[src/rtl/dmux8_reg.sv]
// 1-to-8 demultiplexer: routes d0 to the output picked by {s2,s1,s0}, zeros elsewhere.
// Optional output register stage; REGISTERED=0 gives a purely combinational path.
module dmux8_reg #(
   parameter int unsigned DATA_W     = 1,
   parameter bit          REGISTERED = 1'b1
) (
   input  logic              clk,
   input  logic              rstn,
   input  logic              s0,
   input  logic              s1,
   input  logic              s2,
   input  logic [DATA_W-1:0] d0,
   output logic [DATA_W-1:0] z0,
   output logic [DATA_W-1:0] z1,
   output logic [DATA_W-1:0] z2,
   output logic [DATA_W-1:0] z3,
   output logic [DATA_W-1:0] z4,
   output logic [DATA_W-1:0] z5,
   output logic [DATA_W-1:0] z6,
   output logic [DATA_W-1:0] z7
);

   logic [2:0]        sel;
   logic [DATA_W-1:0] z_next [8];
   logic [DATA_W-1:0] z_out  [8];

   assign sel = {s2, s1, s0};

   always_comb begin
      for (int unsigned i = 0; i < 8; i++) begin
         z_next[i] = (sel == 3'(i)) ? d0 : '0;
      end
   end

   if (REGISTERED) begin : g_reg
      always_ff @(posedge clk or negedge rstn) begin
         if (!rstn) begin
            for (int unsigned i = 0; i < 8; i++) begin
               z_out[i] <= '0;
            end
         end else begin
            z_out <= z_next;
         end
      end
   end else begin : g_comb
      // Reset still gates the outputs in the combinational build; clk is unused here.
      logic unused_clk;
      assign unused_clk = clk;

      always_comb begin
         for (int unsigned i = 0; i < 8; i++) begin
            z_out[i] = rstn ? z_next[i] : '0;
         end
      end
   end

   assign z0 = z_out[0];
   assign z1 = z_out[1];
   assign z2 = z_out[2];
   assign z3 = z_out[3];
   assign z4 = z_out[4];
   assign z5 = z_out[5];
   assign z6 = z_out[6];
   assign z7 = z_out[7];

endmodule

[config.mk]
export PLATFORM = sky130hd
export DESIGN_NAME = dmux8_reg
export DESIGN_NICKNAME = d
export VERILOG_FILES = /design/src/rtl/dmux8_reg.sv
export SDC_FILE = /design/constraint.sdc
export NUM_CORES = 1
export LEC_CHECK = 0
export CAP_MARGIN = 20
export CORE_AREA = 2 2 39 41
export CTS_BUF_LIST = sky130_fd_sc_hd__clkbuf_2 sky130_fd_sc_hd__clkbuf_4 sky130_fd_sc_hd__clkbuf_8
export DETAILED_ROUTE_END_ITERATION = 8
export DIE_AREA = 0 0 41 43
export PLACE_DENSITY = 0.46
export SYNTH_ARGS = -nofsm -noshare
export SYNTH_HDL_FRONTEND = slang
export SYNTH_SLANG_ARGS = --single-unit
[constraint.sdc]
create_clock -name clk -period 0.8 [get_ports clk]
set_input_delay 0.08 -clock clk [delete_from_list [all_inputs] [get_ports clk]]
set_output_delay 0.08 -clock clk [all_outputs]
set_load 0.05 [all_outputs]
Word-level counts from Yosys, hierarchy flattened --
Cells that the tools add are included.
Word-level totals: bits in registers 8, bits of input ports 6
Operators by class: eq/ne operators 7, muxes and demuxes 8, reduce and logical (&&, ||, !) cells 1
Operators by type and width (count):
- 3-bit equality test, second input constant | 4
- 1-bit 2-to-1 mux | 8
- 3-bit by 2-bit equality test with 1-bit output, second input constant | 2
- 3-bit by 1-bit equality test with 1-bit output, second input constant | 1
- 3-bit zero test | 1

Depth between registers and ports, before layout --
word-level depth 2, depth in mapped cells 1, mapped depth without buffers 1

Least setup slack after synthesis --
OpenSTA, ideal clock, no wires.
path type register -> output, start point register z_out (netlist bit z0), end point output z0, data arrival time 586 ps, data required time 720 ps, path slack 134 ps, cell stages (with the launch flop) 1, buffers on the path 0, cell sequence dfrtp_1
RTL lines:
- start, declared | line 25 | logic [DATA_W-1:0] z_out [8];
- start signal, assigned | line 42 | z_out <= z_next;
- end, declared | line 13 | output logic [DATA_W-1:0] z0,
No word-level cell between the ends.

Worst setup path after layout --
start point register z_out (netlist bit z5), end point output z5
RTL lines:
- end, declared | line 18 | output logic [DATA_W-1:0] z5,
No word-level cell between the ends.

==> out/qor.txt <==
Fmax: 1.14 GHz
Cells after Synth: 16
Total CTS buffers: 3
Postcts setup bufs: 0
HP Class: primary input to asynchronous set/reset pin
Startpoint types: flop
RSZ-0062 raised after global routing: true
Syn nets: 22
Critical path peak fanout: 1
Critical Path AT: 800 ps
Tcrit/Tclk final: 110%
# setup viols final: 8
Dpl cells: 45
Vias in the first global route: 207
CTS sink cnt: 8
Die H: 43 um
Slew @ Worst Pin: 338 ps
Synth cell types: 5
Worst-path clk slew: 50 ps
Initial antenna violation count: 0
Most frequent cells in the layout: buf_12 (8), dfrtp_1 (8)
Synth Area in Compound Gates: 0%
Rows: 14
Min Tclk post-route: 878 ps
VDD IR max: 0.000502 V
CP Cell Sequence: buf_12
Routability cong.: 0.654
Largest family of logic cells by synthesized area: simple AND/OR/NAND/NOR gates
Clock buffer depth: 2
Mapped Area: 297 um^2
GRT Residual Overflow: 0
Input/output buffers: 13
Iter 0 DRT Violations: 1
Worst path max stage delay: 390 ps
Area Overhead vs Synth: 87.8%
Failing checks: negative setup slack
CTS HTree Levels: 1
Share of the yosys chip area belonging to registers: 67.5%
DP Worst Slack: -255 ps
Final hold violations: 0
Final wirelength: 543 um
Pre-antenna DRT Iters: 3
Relative slew slack: 77.4%
Total track usage: 8.98%
Max cap viols: 0
Placed Area: 527 um^2
LEAKAGE: 0.270 nW
CTS tree: built
Non-filler cells, final: 48
Post-Layout Inst Area: 557 um^2
Setup slack after layout: -78.0 ps
Share of layout cells above drive strength 1: 59.4%
Die Width: 41 um
Synth Area in XOR/XNOR: 0%
PD cells: 1530 nW/um^2
Bufs and invs on worst path: 1
Via/cell ratio: 4.27
Hold WS: 101 ps
Largest net degree at the start of global routing: 9
CP Class: flop to output pin
DR vias: 205
Mux contribution to synthesized area: 0%
Die ar.: 1760 um^2
Io pins: 14
DRT antenna net count: 0
Yosys reg bits: 8
First-pass GRT wire length: 910 um
Nets@finish: 40
Worst EP required: 720 ps
CTS root buf: clkbuf_4
WL per Instance: 11.3 um
Crit path capture type: output pin
Syn. warnings: 0
Pwr Total: 0.000853 W
Worst path top cell family by delay: flip-flops
Fin. max-slew vios: 0
Slowest CP cell: dfrtp_1
N_diodes: 0
DRC errors left: 0
Simple-gate area share of the yosys netlist: 32.5%
Syn_area_per_cell: 18.5 um^2
Core area: 1380 um^2
Status: finished, violations left
Initial core utilization: 21.4%
Post-synthesis adder-cell area fraction: 0%
## cells in the mapped netlist
cell / count / area share [%]
and4bb_2: 3 / 13
and4b_2: 3 / 11
dfrtp_1: 8 / 68
nor4b_2: 1 / 5.1
and4_2: 1 / 3.4
## registers in the layout, summed over array words and instances (netlist names)
signal	count
z4	1
z0	1
z3	1
z2	1
z5	1
z1	1
z6	1
z7	1
## per-layer routing
| metal | global-route usage, % | wire length, um | share of wire, % |
|---|---|---|---|
| met1 | 8.47 | 197 | 36 |
| met2 | 12.2 | 286 | 53 |
| met3 | 1.57 | 39 | 7.2 |
| met4 | 14.0 | 19 | 3.5 |
| met5 | 0 | 0 | 0 |
## where the power goes
group / internal [W] / total, W / switching [W]
combinational: 0.0000727 / 0.000141 / 0.0000683
sequential: 0.000416 / 0.000425 / 0.00000859
clock: 0.000170 / 0.000287 / 0.000117
total: 0.000659 / 0.000853 / 0.000194
## metrics by stage
stage	util [%]	setup TNS, ps
global placement	38.1	-1720
finish	40.2	-559
floorplan	-	0
detailed placement	38.1	-1880
global route	40.2	-781
CTS	39.7	-687
## timing repair
action,CTS,global route
hold buffers,0,0
resized for setup,0,3
hold endpoints to repair,0,0
setup endpoints to repair,8,14
pin swaps,0,0
## layout make-up
type,instances,area (um^2)
fillers,139,827
repair buffers,13,218
flip-flops and latches,8,200
multi-input cells,8,96.3
clock buffers,3,22.5
well taps,16,20.0
## logic make-up after synthesis
group and after synthesis:
flip-flops 8, AND/OR/NAND/NOR 8
## worst paths after layout
kind | start | to | slack (ps) | cells after the start
max | z5 | z5 | -80 | 1
max in group asynchronous | rstn | z2 | 450 | 1
min in group clk | s2 | z0 | 160 | 2
min | rstn | z3 | 100 | 1
Note: power is estimated with default switching activity, not from simulation.
